$ cat config.mk
export PLATFORM = sky130hd
export DESIGN_NAME = shift194_ctrl_flat
export DESIGN_NICKNAME = d
export VERILOG_FILES = /design/src/rtl/shift194_ctrl_pkg.sv /design/src/rtl/shift194_ctrl_if.sv /design/src/rtl/shift194_ctrl.sv /design/src/flat_wrapper.sv
export SDC_FILE = /design/constraint.sdc
export NUM_CORES = 1
export LEC_CHECK = 0
export CAP_MARGIN = 15
export CELL_PAD_IN_SITES_DETAIL_PLACEMENT = 0
export CELL_PAD_IN_SITES_GLOBAL_PLACEMENT = 2
export CORE_MARGIN = 3
export CORE_UTILIZATION = 22
export CTS_CLUSTER_SIZE = 10
export DETAILED_ROUTE_END_ITERATION = 12
export MAX_ROUTING_LAYER = met4
export PLACE_DENSITY = 0.82
export SYNTH_ARGS = -nofsm -noshare
export SYNTH_HDL_FRONTEND = slang
export SYNTH_SLANG_ARGS = --single-unit
export TNS_END_PERCENT = 10
$ cat constraint.sdc
create_clock -name clk -period 1.4 [get_ports clk]
set_input_delay 0.42 -clock clk [delete_from_list [all_inputs] [get_ports clk]]
set_output_delay 0.42 -clock clk [all_outputs]
set_load 0.05 [all_outputs]
$ cat src/rtl/shift194_ctrl_pkg.sv
// shift194_ctrl_pkg: op codes, 194 mode encodings and FSM states for the 194 sequencer
package shift194_ctrl_pkg;
    localparam logic [2:0] OP_NOP   = 3'd0;
    localparam logic [2:0] OP_LOAD  = 3'd1;
    localparam logic [2:0] OP_SHR   = 3'd2;
    localparam logic [2:0] OP_SHL   = 3'd3;
    localparam logic [2:0] OP_ROR   = 3'd4;
    localparam logic [2:0] OP_ROL   = 3'd5;
    localparam logic [2:0] OP_JOHN  = 3'd6;
    localparam logic [2:0] OP_CLEAR = 3'd7;
    localparam logic [1:0] MODE_HOLD = 2'b00;
    localparam logic [1:0] MODE_SHR  = 2'b01;
    localparam logic [1:0] MODE_SHL  = 2'b10;
    localparam logic [1:0] MODE_LOAD = 2'b11;
    typedef enum logic {ST_IDLE, ST_RUN} state_e;
    function automatic logic is_shift(input logic [2:0] op);
        return op inside {OP_SHR, OP_SHL, OP_ROR, OP_ROL, OP_JOHN};
    endfunction
    function automatic logic [1:0] shift_mode(input logic [2:0] op);
        return (op == OP_SHL || op == OP_ROL) ? MODE_SHL : MODE_SHR;
    endfunction
endpackage

$ cat src/rtl/shift194_ctrl_if.sv
// shift194_ctrl_if: valid/ready command channel into the 194 sequencer
interface shift194_ctrl_if #(parameter int CNT_W = 4);
    logic             cmd_valid;
    logic             cmd_ready;
    logic [2:0]       cmd_op;
    logic [3:0]       cmd_data;
    logic [CNT_W-1:0] cmd_cnt;
    logic             cmd_fill;
    modport master (output cmd_valid, cmd_op, cmd_data, cmd_cnt, cmd_fill, input cmd_ready);
    modport slave  (input cmd_valid, cmd_op, cmd_data, cmd_cnt, cmd_fill, output cmd_ready);
endinterface

$ cat src/rtl/shift194_ctrl.sv
// shift194_ctrl: command sequencer driving the control, data and serial pins of a DM74LS194
module shift194_ctrl import shift194_ctrl_pkg::*; #(
    parameter int CNT_W = 4
) (
    input  logic            clk,
    input  logic            rst,
    shift194_ctrl_if.slave  cmd,
    input  logic [3:0]      q,
    output logic            CR,
    output logic            S1,
    output logic            S0,
    output logic            A,
    output logic            B,
    output logic            C,
    output logic            D,
    output logic            SL,
    output logic            SR,
    output logic            busy,
    output logic            done
);
    state_e           state_q, state_d;
    logic [CNT_W-1:0] cnt_q, cnt_d;
    logic [2:0]       op_q, op_d;
    logic             fill_q, fill_d;
    logic             cr_q, cr_d;
    logic [1:0]       mode_q, mode_d;
    logic [3:0]       abcd_q, abcd_d;
    logic             done_q, done_d;
    logic             accept, go_shift, run;
    logic             unused_q;
    assign unused_q      = ^q[2:1];
    assign run           = state_q == ST_RUN;
    assign cmd.cmd_ready = state_q == ST_IDLE && !rst;
    assign accept        = cmd.cmd_valid && cmd.cmd_ready;
    assign go_shift      = is_shift(cmd.cmd_op) && cmd.cmd_cnt != '0;
    assign CR            = cr_q;
    assign {S1, S0}      = mode_q;
    assign {A, B, C, D}  = abcd_q;
    assign busy          = run;
    assign done          = done_q;
    // serial inputs follow the live QA/QD so rotate and Johnson close the loop at the same edge
    always_comb begin
        SR = run && (op_q == OP_SHR ? fill_q : op_q == OP_ROR ? q[0] : op_q == OP_JOHN ? ~q[0] : 1'b0);
        SL = run && (op_q == OP_SHL ? fill_q : op_q == OP_ROL ? q[3] : 1'b0);
    end
    // next-state: latch a command when idle, count it down when running
    always_comb begin
        state_d = state_q;
        cnt_d   = cnt_q;
        op_d    = op_q;
        fill_d  = fill_q;
        cr_d    = 1'b1;
        mode_d  = mode_q;
        abcd_d  = abcd_q;
        done_d  = 1'b0;
        if (run) begin
            if (cnt_q == CNT_W'(1)) begin
                state_d = ST_IDLE;
                mode_d  = MODE_HOLD;
                done_d  = 1'b1;
            end else begin
                cnt_d = cnt_q - 1'b1;
            end
        end else if (accept) begin
            state_d = ST_RUN;
            op_d    = cmd.cmd_op;
            fill_d  = cmd.cmd_fill;
            cnt_d   = go_shift ? cmd.cmd_cnt : CNT_W'(1);
            mode_d  = cmd.cmd_op == OP_LOAD ? MODE_LOAD : go_shift ? shift_mode(cmd.cmd_op) : MODE_HOLD;
            abcd_d  = cmd.cmd_op == OP_LOAD ? cmd.cmd_data : abcd_q;
            cr_d    = cmd.cmd_op != OP_CLEAR;
        end
    end
    // state and registered 194 pins; reset holds the 194 cleared
    always_ff @(posedge clk) begin
        if (rst) begin
            state_q <= ST_IDLE;
            cnt_q   <= '0;
            op_q    <= OP_NOP;
            fill_q  <= 1'b0;
            cr_q    <= 1'b0;
            mode_q  <= MODE_HOLD;
            abcd_q  <= 4'b0000;
            done_q  <= 1'b0;
        end else begin
            state_q <= state_d;
            cnt_q   <= cnt_d;
            op_q    <= op_d;
            fill_q  <= fill_d;
            cr_q    <= cr_d;
            mode_q  <= mode_d;
            abcd_q  <= abcd_d;
            done_q  <= done_d;
        end
    end
endmodule

$ cat src/flat_wrapper.sv
// flat-port wrapper written by rule: the top's interface ports become plain ports
module shift194_ctrl_flat import shift194_ctrl_pkg::*;
#(
    parameter int CNT_W = 4
)
  (clk, rst, q, CR, S1, S0, A, B, C, D, SL, SR, busy, done, cmd_cmd_valid, cmd_cmd_op, cmd_cmd_data, cmd_cmd_cnt, cmd_cmd_fill, cmd_cmd_ready);
  shift194_ctrl_if #(.CNT_W(CNT_W)) cmd_i ();
  input  logic clk;
  input  logic rst;
  input  logic [3:0] q;
  output logic CR;
  output logic S1;
  output logic S0;
  output logic A;
  output logic B;
  output logic C;
  output logic D;
  output logic SL;
  output logic SR;
  output logic busy;
  output logic done;
  input wire logic [$bits(cmd_i.cmd_valid)-1:0] cmd_cmd_valid;
  input wire logic [$bits(cmd_i.cmd_op)-1:0] cmd_cmd_op;
  input wire logic [$bits(cmd_i.cmd_data)-1:0] cmd_cmd_data;
  input wire logic [$bits(cmd_i.cmd_cnt)-1:0] cmd_cmd_cnt;
  input wire logic [$bits(cmd_i.cmd_fill)-1:0] cmd_cmd_fill;
  output wire logic [$bits(cmd_i.cmd_ready)-1:0] cmd_cmd_ready;
  assign cmd_i.cmd_valid = cmd_cmd_valid;
  assign cmd_i.cmd_op = cmd_cmd_op;
  assign cmd_i.cmd_data = cmd_cmd_data;
  assign cmd_i.cmd_cnt = cmd_cmd_cnt;
  assign cmd_i.cmd_fill = cmd_cmd_fill;
  assign cmd_cmd_ready = cmd_i.cmd_ready;
  shift194_ctrl #(.CNT_W(CNT_W)) u_core (.clk(clk), .rst(rst), .cmd(cmd_i), .q(q), .CR(CR), .S1(S1), .S0(S0), .A(A), .B(B), .C(C), .D(D), .SL(SL), .SR(SR), .busy(busy), .done(done));
endmodule
Word-level counts from Yosys, hierarchy flattened

Cells that the tools add are included.

Memory bits (read-only): 0
Memories kept: 0
Bits in latches: 0
Input bits: 19
Output and inout port bits: 12
Memory bits (writable): 0
Register bits after elaboration: 17

$mul: 0
$add $sub $neg: 1
Reduce and logical (&&, ||, !) cells: 15
Bitwise operators: 2
Equal/unequal tests: 15
Divide/modulo/power cells: 0
Shift operators: 0
Magnitude comparators: 0
Multiplexer cells: 21

Operator list:

| kind                  | count |
|---|---|
| $eq A3 B3 Y1 const B  | 6 |
| $mux W4               | 4 |
| $eq A3 B2 Y1 const B  | 4 |
| $mux W2               | 6 |
| $mux W1               | 11 |
| $reduce_and A2 Y1     | 3 |
| $logic_and A1 B1 Y1   | 5 |
| $reduce_bool A5 Y1    | 1 |
| $eq A4 B1 Y1 const B  | 1 |
| $ne A2 B2 Y1 const B  | 2 |
| $reduce_bool A4 Y1    | 1 |
| $sub A4 B1 Y4 const B | 1 |
| $eq A3 B1 Y1 const B  | 1 |
| $ne A3 B3 Y1 const B  | 1 |
| $reduce_and A3 Y1     | 1 |
| $not A1 Y1            | 2 |
| $reduce_bool A2 Y1    | 1 |
| $reduce_or A2 Y1      | 1 |
| $logic_not A1 Y1      | 1 |
| $logic_or A1 B1 Y1    | 1 |

Longest topological paths before layout

Gate-level depths: netlist (run 1).

Depth after elaboration: 7
Mapped depth: 6
Depth with buffers taken out: 6

Worst setup path before layout (run 1)

Ideal clock, no wire load.

Kind: flip-flop to output port
Start point: register u_core.state_q, in the netlist u_core.busy
End point: output port SR
Arrival time: 2139 ps
Data required time: 980 ps
Cell stages (with the launch flop): 3
Slack: -1159 ps
Path through: dfxtp_1 -> buf_6 -> nor3b_1

Longest elaborated chain between the ends: 1

RTL lines:

| item                   | line                | source |
|---|---|---|
| from (decl)            | shift194_ctrl.sv:21 | `state_e state_q, state_d;` |
| from (signal assigned) | shift194_ctrl.sv:86 | `state_q <= state_d;` |
| $logic_and A1 B1 Y1    | shift194_ctrl.sv:43 | `SR = run && (op_q == OP_SHR ? fill_q : op_q == OP_ROR ? q[0] : op_q == OP_JOHN ? ~q[0] : 1'b0);` |
| to (decl)              | flat_wrapper.sv:19  | `output logic SR;` |

Every way passes these cells.

Final worst setup path (run 1)

Start point: register u_core.op_q[2]
End point: output port SR

Longest elaborated chain between the ends: 5

RTL lines:

| item                   | line                | source |
|---|---|---|
| from (decl)            | shift194_ctrl.sv:23 | `logic [2:0] op_q, op_d;` |
| from (signal assigned) | shift194_ctrl.sv:88 | `op_q <= op_d;` |
| $eq A3 B3 Y1           | shift194_ctrl.sv:43 |  |
| $mux W1 (2 in a row)   | shift194_ctrl.sv:43 |  |
| $mux W1 *              | shift194_ctrl.sv:43 |  |
| $logic_and A1 B1 Y1 *  | shift194_ctrl.sv:43 |  |

Every way passes the cells marked *; elsewhere a longest branch is shown, timed or not.

==> results of run 1 <==
==> logic make-up after synthesis <==
logic type               Yosys count  share of synthesized area (%)
AO/OA/AOI/OAI                     21                          18.61
AND/OR/NAND/NOR                   39                          26.75
XOR/XNOR                           1                          1.018
buffers and inverters              8                          5.376
multiplexers                       5                          5.814
adder cells (fa/ha/maj)            2                          2.907
flip-flops                        17                          39.54
==> layout make-up <==
type / count / share of cell area (%)
well taps: 48 / 3.791
inverters: 4 / 0.9479
clock inverters: 1 / 0.3160
repair buffers: 49 / 34.99
clock buffers: 3 / 2.607
multi-input cells: 68 / 35.31
flip-flops and latches: 17 / 22.04
==> stage by stage <==
| step | hold slack (ns) | TNS [ns] | setup WS, ns | instances |
|---|---|---|---|---|
| floorplan | 0.4587 | -0.5685 | -0.1727 | 93 |
| global placement | 0.5015 | -6.796 | -0.5033 | 184 |
| detailed placement | 0.5062 | -7.495 | -0.5557 | 184 |
| CTS | 0.5173 | -1.348 | -0.3769 | 189 |
| global route | 0.5635 | -1.547 | -0.4235 | 190 |
| finish | 0.5138 | -1.060 | -0.3640 | 190 |
==> power groups by stage <==
stage / Clock, W / Sequential [W] / Combinational [W]
after floorplan: 0 / 0.000584 / 0.000172
after global placement: 0 / 0.000557 / 0.000389
after detailed placement: 0 / 0.000557 / 0.000396
after CTS: 0.000372 / 0.000548 / 0.000404
after global routing: 0.000391 / 0.000557 / 0.000447
final: 0.000356 / 0.000554 / 0.000411
==> metal layers <==
layer	routed length (µm)	GRT usage, %	share of wire, %	up-vias
li1	-	-	-	428
met1	1089	14.36	46	397
met2	1180	19.07	49	17
met3	97	2.107	4.1	2
met4	24	4.467	1.0	0
met5	0	-	0	-
==> repair_timing <==
item	4_1_cts	5_1_grt
pin swaps	5	4
resized for setup	20	8
endpoints found under the setup margin	17	9
setup buffers	1	1
==> cell usage after synthesis <==
library cell | instances | share of area, %
or3b_4 | 1 | 1.3
a22oi_1 | 1 | 0.87
a221o_2 | 1 | 1.3
nand2b_1 | 4 | 2.9
buf_6 | 2 | 2.6
xor2_1 | 1 | 1.0
buf_2 | 1 | 0.58
and2b_2 | 1 | 1.0
nor4_1 | 1 | 0.73
a211oi_2 | 1 | 1.5
o22ai_1 | 1 | 0.73
nor2_1 | 12 | 5.2
clkbuf_1 | 1 | 0.44
a221oi_1 | 1 | 1.0
a221oi_2 | 1 | 1.7
nor2b_1 | 1 | 0.73
nand3_1 | 2 | 1.2
mux2i_1 | 5 | 5.8
a32oi_1 | 1 | 1.0
o31ai_1 | 1 | 0.87
nor3_1 | 2 | 1.2
a21oi_1 | 8 | 4.7
inv_1 | 4 | 1.7
o32ai_1 | 1 | 1.0
nor3_2 | 1 | 1.2
or3_2 | 1 | 0.87
dfxtp_1 | 17 | 40
nor3_4 | 1 | 1.9
a21oi_4 | 1 | 1.9
nand2_1 | 7 | 3.1
and3_1 | 1 | 0.73
ha_1 | 2 | 2.9
a211oi_1 | 1 | 0.87
o21ai_0 | 2 | 1.2
nand3b_1 | 2 | 1.7
nor3b_4 | 1 | 2.2
nor3b_1 | 1 | 0.87
==> sequential cells by signal (all words and copies together), names as in the netlist <==
register / cells
u_core.op_q: 3
u_core.mode_q: 2
u_core.CR: 1
u_core.abcd_q: 4
u_core.fill_q: 1
u_core.done: 1
u_core.cnt_q: 4
u_core.busy: 1
==> cell usage in the layout, fill, tap and decap left out, types with 4 or more instances in the layout <==
master	count
nor2_1	10
a21oi_1	7
dlygate4sd2_1	6
buf_4	21
nand2b_1	4
dfxtp_2	4
nand2_1	7
buf_12	12
dfxtp_1	12
clkdlybuf4s50_1	7
mux2i_1	4
==> critical path: cells and delay by family (launching register included) <==
family	cells	cell delay (ns)
DFF	1	0.36
AOI/OAI and AO/OA	1	0.11
buffers and inverters	1	0.17
muxes	1	0.22
and+or+nand+nor	1	0.23
==> worst paths after layout <==
check / from / end / slack (ns) / cells after the start
worst max-delay path: u_core.op_q[2] / SR / -0.36 / 4
worst min-delay path: u_core.cnt_q[3] / u_core.cnt_q[3] / 0.51 / 2
worst max register to register: u_core.cnt_q[1] / u_core.cnt_q[3] / -0.13 / 7
worst min register to register: u_core.cnt_q[3] / u_core.cnt_q[3] / 0.51 / 2
==> results.ini, run 1 <==
[global_routing]
grtUsageTotal_pct=11.71
grt_pass1_vias=898
grt-ovfl-total=0
grt_pass1_wl_um=3974
antenna_found_initial=0
grt_start_max_net_pins=19

[sta]
slew_headroom_pct=79.05
hold_viol_final=0
rsz0062_at_grt=true
worst_pin_slew_ns=0.3139
fmax_ghz=0.5669
fin_crit_ns=1.764
drv_slew=0
finClkSkew_ns=0.001988
setup_viol_count_final=8
fin_crit_sh_pct=126.0
setup_slack_ns=-0.3640

[placed_design]
portBuffers=28
dp_hpwl_um=1798
place_area_um2=1466
gp_congestion=0.8098

[pwr]
p_sw_w=0.0003865
finalPower_w=0.001320
p_leak_nw=0.6406
ir_drop_mv=0.3335
clkPwrFrac_pct=26.9
p_int_w=0.0009339
p_seq_share_pct=41.9
comb_power_share_pct=31.1
powerDensity_nw_per_um2=833.6
p_sw_share_pct=29.27

[yosys]
yosysSeqAreaShare_pct=39.53
synth_cells=93
avgSynthCellArea_um2=9.256
yosysWarnings=0
ys_types=37
netlist_area_um2=860.8
synth-seq-cells=17
synthesis.nets=114

[die]
die_w_um=68.55
ios=31
rows=22
die_area_um2=4699
start_util_pct=23.16
dieHeight_um=68.55
core_area_um2=3716

[worst_setup_path]
max_stage_delay_ns=0.36
crit_required_ns=0.98
cpMaxStageDelayCell=dfxtp_2
worstPathCellList=mux2i_2, a22oi_2, nor3b_4, buf_12
crit_type=reg -> out
critPathArrivalTime_ns=1.34
crit_fanout=3
cp-start-kind=flop
endpoint_kind=output pin

[finish]
final_util_pct=42.63
diodes=0
final_area_um2=1584
seqCellArea_um2=349.1
fillerInstances=355
area_growth_pct=84.01
layout.nets=164
multi_input_area_um2=559.3
drive_gt1_share_pct=45.77

[detailed_routing]
drt-total-wl_um=2391
dr.pass1.iters=4
drtIter0Drc=15
route.detailed.drc=0
viasPerCell=4.442
ant_nets=0
wl_per_cell_um=12.58
vias=844

[clocking]
clock-root-buffer=clkbuf_8
cts.htree.levels=1
cts.clk_slew.worst_paths_ns=0.07
clock_latency_ns=0.25
cts_hold_buf=0
cts_buffers=3
clk_path_buf_depth=2
cts.sinks=17
cts_tree=yes

[outcome]
status=complete, but fails checks
violations=setup timing

[job]
maxCapViolCount=0

[worst_hold_path]
hold_path_class=reg -> reg

No activity file was read; power rests on OpenSTA's default activity.
==> inputs of run 2 (changes only) <==
CORE_MARGIN = 2   (was 3)
CTS_CLUSTER_DIAMETER = 60   (was unset)
==> run 2 against run 1 <==
The flow still finishes with violations (setup timing); setup slack gained 0.053 ns; die area shrank 5.8%; core utilization grew 0.77 points; maximum frequency up 3.1%; largest cell class is now non-clock buffers; critical path type unchanged; flip-flop and latch count unchanged; worst hold slack improved by 0.0066 ns; combinational power up 4%; first-iteration DRC count grew 20%; cell area grew 1.8%; clock skew fell by 0.00076 ns.
==> results.ini, run 2 (synthesized netlist as in run 1, its figures left out) <==
[detailed_routing]
viasPerCell=4.474  ; was 4.442
vias=868  ; was 844
dr.pass1.iters=4  ; unchanged
ant_nets=0  ; unchanged
route.detailed.drc=0  ; unchanged
drt-total-wl_um=2263  ; was 2391 µm
wl_per_cell_um=11.66  ; was 12.58 µm
drtIter0Drc=18  ; was 15

[sta]
setup_slack_ns=-0.3112  ; was -0.3640 ns
setup_viol_count_final=8  ; unchanged
rsz0062_at_grt=true  ; unchanged
hold_viol_final=0  ; unchanged
finClkSkew_ns=0.001231  ; was 0.001988 ns
fin_crit_ns=1.711  ; was 1.764 ns
fin_crit_sh_pct=122.2  ; was 126.0%
fmax_ghz=0.5844  ; was 0.5669 GHz
drv_slew=0  ; unchanged
slew_headroom_pct=77.94  ; was 79.05%
worst_pin_slew_ns=0.3305  ; was 0.3139 ns

[clocking]
cts_hold_buf=0  ; unchanged
postCtsSetupBuffers=0  ; was 1
cts.htree.levels=1  ; unchanged
cts.clk_slew.worst_paths_ns=0.06  ; was 0.07 ns
cts_buffers=3  ; unchanged
clock_latency_ns=0.25  ; about the same
cts_tree=yes  ; unchanged
clk_path_buf_depth=2  ; unchanged
cts.sinks=17  ; unchanged
clock-root-buffer=clkbuf_8  ; unchanged

[die]
die_area_um2=4429  ; was 4699 µm²
die_w_um=66.55  ; was 68.55 µm
ios=31  ; unchanged
core_area_um2=3716  ; unchanged
start_util_pct=23.16  ; unchanged
rows=22  ; unchanged
dieHeight_um=66.55  ; was 68.55 µm

[pwr]
p_leak_nw=0.6569  ; was 0.6406 nW
ir_drop_mv=0.3130  ; was 0.3335 mV
finalPower_w=0.001337  ; was 0.001320 W
powerDensity_nw_per_um2=829.0  ; was 833.6 nW/µm²

[global_routing]
grt_start_max_net_pins=19  ; unchanged
antenna_found_initial=0  ; unchanged
grtUsageTotal_pct=12.18  ; was 11.71%
grt_pass1_vias=947  ; was 898
grt_pass1_wl_um=3946  ; was 3974 µm
grt-ovfl-total=0  ; unchanged

[worst_setup_path]
cp-start-kind=flop  ; unchanged
endpoint_kind=output pin  ; unchanged
worstPathCellList=mux2i_1, a22oi_2, nor3b_4, buf_12  ; was mux2i_2, a22oi_2, nor3b_4, buf_12
crit_required_ns=0.98  ; about the same
crit_fanout=3  ; unchanged
max_stage_delay_ns=0.34  ; was 0.36 ns
crit_type=reg -> out  ; unchanged
critPathArrivalTime_ns=1.29  ; was 1.34 ns
cp_top_family=flip-flops  ; unchanged
crit_buf_inv=1  ; unchanged
cpMaxStageDelayCell=dfxtp_2  ; unchanged

[finish]
reg_top3=u_core.abcd_q: 4 flops, u_core.cnt_q: 4 flops, u_core.op_q: 3 flops  ; unchanged
final_common_cell=buf_4  ; unchanged
final_cell_mix=23 x buf_4, 14 x dfxtp_1, 12 x buf_12  ; was 21 x buf_4, 12 x buf_12, 12 x dfxtp_1
layout.nets=168  ; was 164
fin_cells=194  ; was 190
drive_gt1_share_pct=43.15  ; was 45.77%
area_growth_pct=87.35  ; was 84.01%
diodes=0  ; unchanged

[job]
maxCapViolCount=0  ; unchanged

[placed_design]
place_inst=190  ; was 184
gp_congestion=0.7816  ; was 0.8098
dp_hpwl_um=1793  ; was 1798 µm
portBuffers=28  ; unchanged

[outcome]
status=complete, but fails checks  ; unchanged
violations=setup timing  ; unchanged

[worst_hold_path]
hold_path_class=reg -> reg  ; unchanged

==> run 2: cell type report <==
type	instances	area, µm²
inverter	4	15.01
tap	48	60.06
fill	375	2103
clock buffer	4	45.04
timing repair buffer	53	598.1
multi-input combinational	68	548.0
sequential	17	346.6
==> run 2: path summary, 6_finish.rpt <==
path,to,slack [ns],depth (start not counted),startpoint
max,SR,-0.31,4,u_core.op_q[2]
min,u_core.op_q[1],0.52,2,u_core.op_q[1]
max reg2reg,u_core.cnt_q[1],-0.25,7,u_core.cnt_q[1]
min reg2reg,u_core.op_q[1],0.52,2,u_core.op_q[1]
==> run 2: timing repair <==
| item | CTS | global route |
|---|---|---|
| setup endpoints to repair | 18 | 15 |
| gates resized for setup | 16 | 5 |
| pin swaps | 4 | 2 |
==> run 2: per-layer routing <==
layer  GRT usage (%)  up-vias  share of wire, %
met5               -        -                 0
met4           4.592        0               1.8
met3           2.703        4               5.3
met2           21.13       25                49
met1           13.64      402                44
li1                -      437                 -
==> run 2: stage by stage <==
stage / TNS, ns / worst slack (ns) / hold slack, ns / cell area [µm²] / util (%)
after global routing: -2.063 / -0.3669 / 0.5603 / 1613 / 43.40
after CTS: -1.584 / -0.3452 / 0.5226 / 1594 / 42.90
after detailed placement: -7.193 / -0.5187 / 0.4997 / 1511 / 40.67
after floorplan: -0.5685 / -0.1727 / 0.4587 / 894.6 / -
final: -1.442 / -0.3112 / 0.5205 / 1613 / 43.40
after global placement: -6.792 / -0.5110 / 0.5033 / 1511 / 40.67
==> run 2: tightest hold or removal path: stages, from the launching register on <==
cell and delay (ns):
dfxtp_1 0.34, nand2b_1 0.07, o21ai_0 0.06
==> run 2: power by group <==
| group | switching (W) | leakage (nW) | internal, W |
|---|---|---|---|
| registers | 0.0000302 | 0.141 | 0.000516 |
| clock network | 0.000161 | 0.0228 | 0.000202 |
| logic | 0.000194 | 0.493 | 0.000234 |
| total | 0.000386 | 0.657 | 0.000951 |
